==> src/rtl/io_access_arbiter.sv <==
// Two-requester round-robin arbiter for a single I/O register port.
// Each access runs IDLE -> ISSUE -> WAIT -> DONE, and a silent I/O section is timed out.
module io_access_arbiter #(
  parameter int TIMEOUT = 16
) (
  input  logic        clk,
  input  logic        rst,
  input  logic        m0_req,
  input  logic        m0_we,
  input  logic [3:0]  m0_addr,
  input  logic [63:0] m0_wdata,
  output logic [63:0] m0_rdata,
  output logic        m0_ack,
  input  logic        m1_req,
  input  logic        m1_we,
  input  logic [3:0]  m1_addr,
  input  logic [63:0] m1_wdata,
  output logic [63:0] m1_rdata,
  output logic        m1_ack,
  output logic [3:0]  io_rd_addr,
  output logic        io_rd_req,
  input  logic [63:0] io_rd_data,
  input  logic        io_rd_ack,
  output logic [3:0]  io_wr_addr,
  output logic        io_wr_req,
  output logic [63:0] io_wr_data,
  input  logic        io_wr_ack,
  output logic        grant,
  output logic        busy,
  output logic        err
);

  typedef enum logic [1:0] {IDLE, ISSUE, WAIT, DONE} state_t;

  state_t      state;
  logic        prio;
  logic [7:0]  tcnt;
  logic        lat_we;
  logic        win;
  logic        sel_we;
  logic [3:0]  sel_addr;
  logic [63:0] sel_wdata;
  logic        ack_hit;

  // prio names the requester that wins a tie; a lone requester wins regardless.
  always_comb begin
    win       = (m0_req && m1_req) ? prio : m1_req;
    sel_we    = win ? m1_we    : m0_we;
    sel_addr  = win ? m1_addr  : m0_addr;
    sel_wdata = win ? m1_wdata : m0_wdata;
    ack_hit   = lat_we ? io_wr_ack : io_rd_ack;
  end

  always_ff @(posedge clk) begin
    if (rst) begin
      state      <= IDLE;
      prio       <= 1'b0;
      tcnt       <= 8'd0;
      lat_we     <= 1'b0;
      m0_rdata   <= 64'd0;
      m1_rdata   <= 64'd0;
      m0_ack     <= 1'b0;
      m1_ack     <= 1'b0;
      io_rd_addr <= 4'd0;
      io_rd_req  <= 1'b0;
      io_wr_addr <= 4'd0;
      io_wr_req  <= 1'b0;
      io_wr_data <= 64'd0;
      grant      <= 1'b0;
      busy       <= 1'b0;
      err        <= 1'b0;
    end else begin
      m0_ack    <= 1'b0;
      m1_ack    <= 1'b0;
      err       <= 1'b0;
      io_rd_req <= 1'b0;
      io_wr_req <= 1'b0;
      case (state)
        IDLE: begin
          if (m0_req || m1_req) begin
            grant  <= win;
            prio   <= ~win;
            lat_we <= sel_we;
            busy   <= 1'b1;
            state  <= ISSUE;
            // Strobes are launched here so they are visible for exactly the ISSUE cycle.
            if (sel_we) begin
              io_wr_req  <= 1'b1;
              io_wr_addr <= sel_addr;
              io_wr_data <= sel_wdata;
            end else begin
              io_rd_req  <= 1'b1;
              io_rd_addr <= sel_addr;
            end
          end
        end
        ISSUE: begin
          tcnt  <= 8'd0;
          state <= WAIT;
        end
        WAIT: begin
          // An ack in the final WAIT cycle still completes normally, without err.
          if (ack_hit || tcnt == 8'(TIMEOUT - 1)) begin
            if (grant) begin
              m1_rdata <= (ack_hit && !lat_we) ? io_rd_data : 64'd0;
              m1_ack   <= 1'b1;
            end else begin
              m0_rdata <= (ack_hit && !lat_we) ? io_rd_data : 64'd0;
              m0_ack   <= 1'b1;
            end
            err   <= ~ack_hit;
            state <= DONE;
          end else begin
            tcnt <= tcnt + 8'd1;
          end
        end
        DONE: begin
          busy  <= 1'b0;
          state <= IDLE;
        end
        default: state <= IDLE;
      endcase
    end
  end

endmodule

==> config.mk <==
export PLATFORM = sky130hd
export DESIGN_NAME = io_access_arbiter
export DESIGN_NICKNAME = d
export VERILOG_FILES = /design/src/rtl/io_access_arbiter.sv
export SDC_FILE = /design/constraint.sdc
export NUM_CORES = 1
export LEC_CHECK = 0
export ABC_AREA = 1
export ABC_CLOCK_PERIOD_IN_PS = 2650
export CAP_MARGIN = 0
export CORE_MARGIN = 10
export CORE_UTILIZATION = 38
export CTS_BUF_LIST = sky130_fd_sc_hd__clkbuf_2 sky130_fd_sc_hd__clkbuf_4 sky130_fd_sc_hd__clkbuf_8
export DETAILED_ROUTE_END_ITERATION = 8
export PLACE_DENSITY = 0.7
export RECOVER_POWER = 100
export SYNTH_ARGS = -nofsm -noshare
export SYNTH_HDL_FRONTEND = slang
export SYNTH_SLANG_ARGS = --single-unit
==> constraint.sdc <==
create_clock -name clk -period 2.65 [get_ports clk]
set_input_delay 0.3975 -clock clk [delete_from_list [all_inputs] [get_ports clk]]
set_output_delay 0.3975 -clock clk [all_outputs]
set_load 0.005 [all_outputs]
==> flow_summary.ini, run 1 <==
[worst_setup_path]
end_kind = register
crit_type = reg2reg
path_max_fanout = 33
arrival_ns = 2.72
ff2ff_path_depth = 7
crit_required_ns = 3.10
r2r_slack_ns = 0.39
worstReg2RegEnd = m1_rdata[25]
worst_setup_path_start_kind = register
r2r-start = state[0]

[logic_synthesis]
synth.top_cell.area_share_pct = 41.8
ys_warn_count = 0
synth_seq_cells = 219
synth_enable_flop_cells = 0
synth_fp_nets = 1904
yosys-top-cells-count = nand2_1, inv_1, dfxtp_1, nor2_1
syn_area_sq_mm = 0.0105
syn_inst = 1690
synthTopCellsByArea = dfxtp_1, nand2_1, inv_1
yosysMostFrequentCell = nand2_1
async_flop_share_pct = 0
synth_ff_type = dfxtp_1
ys_seq_area_share_pct = 41.8
synth.distinct_cells = 23
postSynthAreaPerCell_sq_um = 6.20
synth_top_area_cell = dfxtp_1

[power]
p_per_area_mw_per_mm2 = 725
p_sw_w = 0.00411
switching_share_pct = 36.3
seq_power_share_pct = 35.6
pwr-share-clk_pct = 28.3
irDropWorstVdd_mv = 0.433
intPower_w = 0.00723
combPwrFrac_pct = 36.1
p_leak_nw = 7.90

[clock_tree]
cts.clk_slew.worst_paths_ns = 0.06
cts_tree = yes
clock-root-buffer = clkbuf_8
postCtsSetupBuffers = 0
holdBufCountCts = 0
cts_resized = 0
cts_buffers = 41
cts_sinks = 219
ctsHtreeMaxLevel = 2
clock_latency_ns = 0.53
clockBufferDepth = 3

[route]
avgRoutedWirePerCell_um = 16.5
via_per_inst = 4.72
routed_wirelength_um = 40000
drc_errors = 0
num_vias = 11400
first_pass_iters = 5
initialDrtViolationCount = 845
antenna_left = 0

[global_route]
grt_pass1_wl_um = 60500
grt_max_degree = 77
gr-total-overflow = 0
grt_pass1_vias = 10900
antenna_found_initial = 2
grt_util_all_layers_pct = 22.0

[min_path]
worstHoldStart = rst
hold_depth = 4
holdPathEnd = m1_rdata[57]
hold_path.class = in2reg

[sta]
rsz0062_at_grt = no
finalHoldViolCount = 0
slew_violations = 0
period_share_pct = 85.4
min_period_ns = 2.26
setup_viol = 0
max_slew.worst_pin.slew_ns = 0.943
clock.fmax_ghz = 0.442
setup_tns_ns = 0
clock_skew_ns = 0.0255
relSlewSlack_pct = 37.1

[cells_and_area]
finalInstanceArea_sq_mm = 0.0157
nets = 2274
register_area_sq_mm = 0.00439
drive_above_1_share_pct = 4.94
multi_input_area_sq_mm = 0.00468
synthToLayoutAreaGrowth_pct = 49.4
fillers = 2598

[die]
rows = 60
ios = 415
dieArea_sq_mm = 0.0346
fp.dieH_um = 186
coreArea_sq_mm = 0.0270
initial_utilization_pct = 38.8
die_w_um = 186

[placement]
gp_congestion = 0.902
hpwl_um = 28900
numPortBuffers = 414
placed_cell_area_sq_mm = 0.0149

[run_status]
status = complete, no violations

[run]
maxCapViolations = 0
-- per-layer routing --
metal | part of all wire, % | vias up | global-route usage (%) | routed length [um]
li1 | - | 5855 | - | -
met1 | 39 | 5069 | 25.4 | 15600
met2 | 47 | 457 | 36.3 | 18600
met3 | 12 | 59 | 9.40 | 4830
met4 | 2.2 | 2 | 6.06 | 889
met5 | 0.023 | - | 0 | 9
-- power by group through the flow --
stage	Combinational (W)	Clock [W]	Sequential, W
2_1_floorplan	0.00228	0	0.00412
6_report	0.00409	0.00321	0.00404
4_1_cts	0.00432	0.00330	0.00406
3_3_place_gp	0.00426	0	0.00410
3_5_place_dp	0.00429	0	0.00412
5_1_grt	0.00456	0.00346	0.00409
-- critical path, stage by stage, from the launching register on --
cell	delay, ns
dfxtp_1	0.33
inv_1	0.13
ha_1	0.80
nand3_4	0.39
buf_12	0.30
nand2_1	0.08
inv_1	0.04
nor2_1	0.10
-- worst max-delay path by stage --
stage | start | end | slack (ns) | depth (start not counted)
6_report | state[0] | m1_rdata[25] | 0.39 | 7
5_1_grt | state[0] | io_wr_data[15] | 0.16 | 8
4_1_cts | tcnt[0] | m1_rdata[49] | 0.46 | 8
3_5_place_dp | io_wr_ack | m1_rdata[49] | 0.29 | 11
3_3_place_gp | io_wr_ack | m1_rdata[50] | 0.34 | 11
2_1_floorplan | state[0] | m0_rdata[13] | 0.98 | 8
-- registers in the layout, indices dropped and copies added (netlist names) --
name and cells:
m1_ack 1, prio 1, io_wr_data 64, m1_rdata 64, io_rd_addr 4, state 2
m0_ack 1, io_rd_req 1, tcnt 8, err 1, lat_we 1, m0_rdata 64
busy 1, grant 1, io_wr_req 1, io_wr_addr 4
-- cell usage in the layout (no fill, tap or decap), types with 14 or more instances in the layout --
cell type / instances
nor2_1: 197
dfxtp_1: 218
nand2_1: 630
nand4_1: 86
dlygate4sd3_1: 207
a21oi_1: 79
clkbuf_8: 46
buf_4: 14
inv_1: 256
clkbuf_4: 19
nand3_1: 86
clkdlybuf4s50_1: 206
-- metrics by stage --
step                utilization [%]  hold WS [ns]  total power [W]  std cells  setup slack (ns)
floorplan                         -         0.439          0.00640       1690             0.978
global placement               55.2         0.432          0.00837       2358             0.341
detailed placement             55.2         0.437          0.00841       2358             0.292
CTS                            58.1         0.382           0.0117       2425             0.462
global route                   57.9         0.424           0.0121       2426             0.162
finish                         57.9         0.403           0.0113       2426             0.386
-- logic make-up (layout without fill, tap and decap cells) --
kind of cell,after synthesis,count (layout),synth area share [%]
compound gates,85,85,4.14
fa+ha+maj,6,6,0.717
buf+inv,371,765,13.8
flops,219,219,41.8
other cells,0,1,0
simple gates,1009,1009,39.5
-- area by class of cell --
| class | count | area share [%] |
|---|---|---|
| inverters | 260 | 6.25 |
| multi-input cells | 1100 | 29.9 |
| clock inverters | 4 | 0.160 |
| well taps | 341 | 2.73 |
| flip-flops and latches | 219 | 28.0 |
| diodes | 1 | 0.0160 |
| repair buffers | 438 | 28.0 |
| clock buffers | 63 | 4.86 |
Note: power is estimated with default switching activity, not from simulation.
==> run 2: changes to the inputs <==
Settings changed: CAP_MARGIN 0 to unset, CORE_AREA set to 4 4 161 163, CORE_MARGIN 10 to unset, CORE_UTILIZATION 38 to unset, DIE_AREA set to 0 0 165 167, PLACE_DENSITY 0.7 to 0.78.
==> flow_summary.ini, run 2 (synthesized netlist as in run 1, its figures left out) <==
[run_status]
status = complete, no violations

[clock_tree]
holdBufCountCts = 0
clockBufferDepth = 3
cts_sinks = 219
ctsHtreeMaxLevel = 2
cts_resized = 0
cts_tree = yes
cts_buffers = 39
cts.clk_slew.worst_paths_ns = 0.06
clock_latency_ns = 0.54
postCtsSetupBuffers = 0
clock-root-buffer = clkbuf_8

[sta]
clock_skew_ns = 0.0233
max_slew.worst_pin.slew_ns = 0.837
setup_viol = 0
holdWs_ns = 0.378
relSlewSlack_pct = 44.2
clock.fmax_ghz = 0.453
setup_tns_ns = 0
finalHoldViolCount = 0
rsz0062_at_grt = no
slew_violations = 0
min_period_ns = 2.21
period_share_pct = 83.4

[global_route]
grt_max_degree = 70
grt_pass1_wl_um = 57800
gr-total-overflow = 0
grt_util_all_layers_pct = 25.8
antenna_found_initial = 6
grt_pass1_vias = 11000

[die]
rows = 57
dieArea_sq_mm = 0.0276
initial_utilization_pct = 43.1
coreArea_sq_mm = 0.0243
fp.dieH_um = 167
ios = 415
die_w_um = 165

[route]
drc_errors = 0
num_vias = 11400
first_pass_iters = 5
routed_wirelength_um = 37100
avgRoutedWirePerCell_um = 15.4
antenna_left = 0
via_per_inst = 4.74
initialDrtViolationCount = 902

[cells_and_area]
multi_input_area_sq_mm = 0.00469
final_cell_mix = nand2_1, inv_1, dfxtp_1, dlygate4sd3_1, clkdlybuf4s50_1
final_common_cell = nand2_1
synthToLayoutAreaGrowth_pct = 49.2
drive_above_1_share_pct = 4.76
register_area_sq_mm = 0.00439
fillers = 2154
nets = 2272
reg_top3 = io_wr_data (64), m0_rdata (64), m1_rdata (64)
finalNonFillerCells = 2410
finalInstanceArea_sq_mm = 0.0156

[worst_setup_path]
crit_top_cell = nor2_1
path_cells = nor2_4 -> nor2_1 -> clkbuf_1 -> o21ai_4 -> nand3_4 -> clkbuf_4 -> nand2_1 -> inv_1 -> nor2_1
cpPeakStageDelay_ns = 0.60
end_kind = register
path_max_fanout = 62
worstReg2RegEnd = m1_rdata[35]
r2r-start = lat_we
crit_type = reg2reg
slowest_stage = clkbuf_4
ff2ff_path_depth = 9
crit_required_ns = 3.06
worst_setup_path_start_kind = register
arrival_ns = 2.62
r2r_slack_ns = 0.44

[min_path]
hold_path.class = in2reg
worstHoldStart = rst
holdPathEnd = m1_ack
hold_depth = 3

[placement]
dp_cells = 2341
hpwl_um = 25900
gp_congestion = 0.919
placed_cell_area_sq_mm = 0.0149
numPortBuffers = 414

[run]
maxCapViolations = 0

[power]
p_per_area_mw_per_mm2 = 721
p_leak_nw = 7.89
irDropWorstVdd_mv = 0.476
==> run 2: cell count changes in the layout (fill, tap and decap cells not counted), sizes merged <==
| cell | before | now |
|---|---|---|
| buf | 21 | 19 |
| clkbuf | 67 | 68 |
| clkinv | 3 | 1 |
| clkinvlp | 2 | 1 |
| diode | 1 | 5 |
| inv | 259 | 260 |
==> run 2: final cells by class <==
class / instances / share of cell area (%)
clock buffers: 62 / 4.82
well taps: 324 / 2.59
multi-input cells: 1100 / 30.0
inverters: 260 / 6.26
clock inverters: 2 / 0.104
flip-flops and latches: 219 / 28.1
repair buffers: 438 / 28.0
diodes: 5 / 0.0801
==> run 2: worst max-delay path by stage <==
stage,from,to,slack [ns],cells after the start
finish,lat_we,m1_rdata[35],0.44,9
global route,lat_we,m1_rdata[35],0.27,10
CTS,tcnt[0],tcnt[2],0.58,7
detailed placement,io_rd_ack,tcnt[2],0.22,10
global placement,io_rd_ack,tcnt[2],0.25,10
floorplan,state[0],m0_rdata[13],0.98,8
==> run 2: metrics by stage <==
step | power (W) | utilization (%) | setup slack [ns]
floorplan | 0.00640 | - | 0.978
global placement | 0.00831 | 61.2 | 0.249
detailed placement | 0.00836 | 61.2 | 0.216
CTS | 0.0116 | 64.4 | 0.581
global route | 0.0120 | 64.3 | 0.270
finish | 0.0113 | 64.3 | 0.441
==> run 2: worst max-delay path, delay by kind of cell, from the launching register on <==
| kind | cells | cell delay (ns) |
|---|---|---|
| AO/OA/AOI/OAI | 1 | 0.14 |
| flip-flops | 1 | 0.40 |
| buffers and inverters | 3 | 0.95 |
| AND/OR/NAND/NOR | 5 | 0.52 |
==> run 2: layer usage <==
layer | GRT usage, % | up-vias | share of wire (%)
li1 | - | 5840 | -
met3 | 9.74 | 64 | 12
met5 | 0 | - | 0
met2 | 43.1 | 508 | 48
met4 | 9.58 | 0 | 2.9
met1 | 29.9 | 5004 | 38
==> run 2: where the power goes <==
group | total, W | switching (W) | internal [W]
Clock | 0.00316 | 0.00137 | 0.00179
Combinational | 0.00408 | 0.00243 | 0.00165
Sequential | 0.00404 | 0.000258 | 0.00378
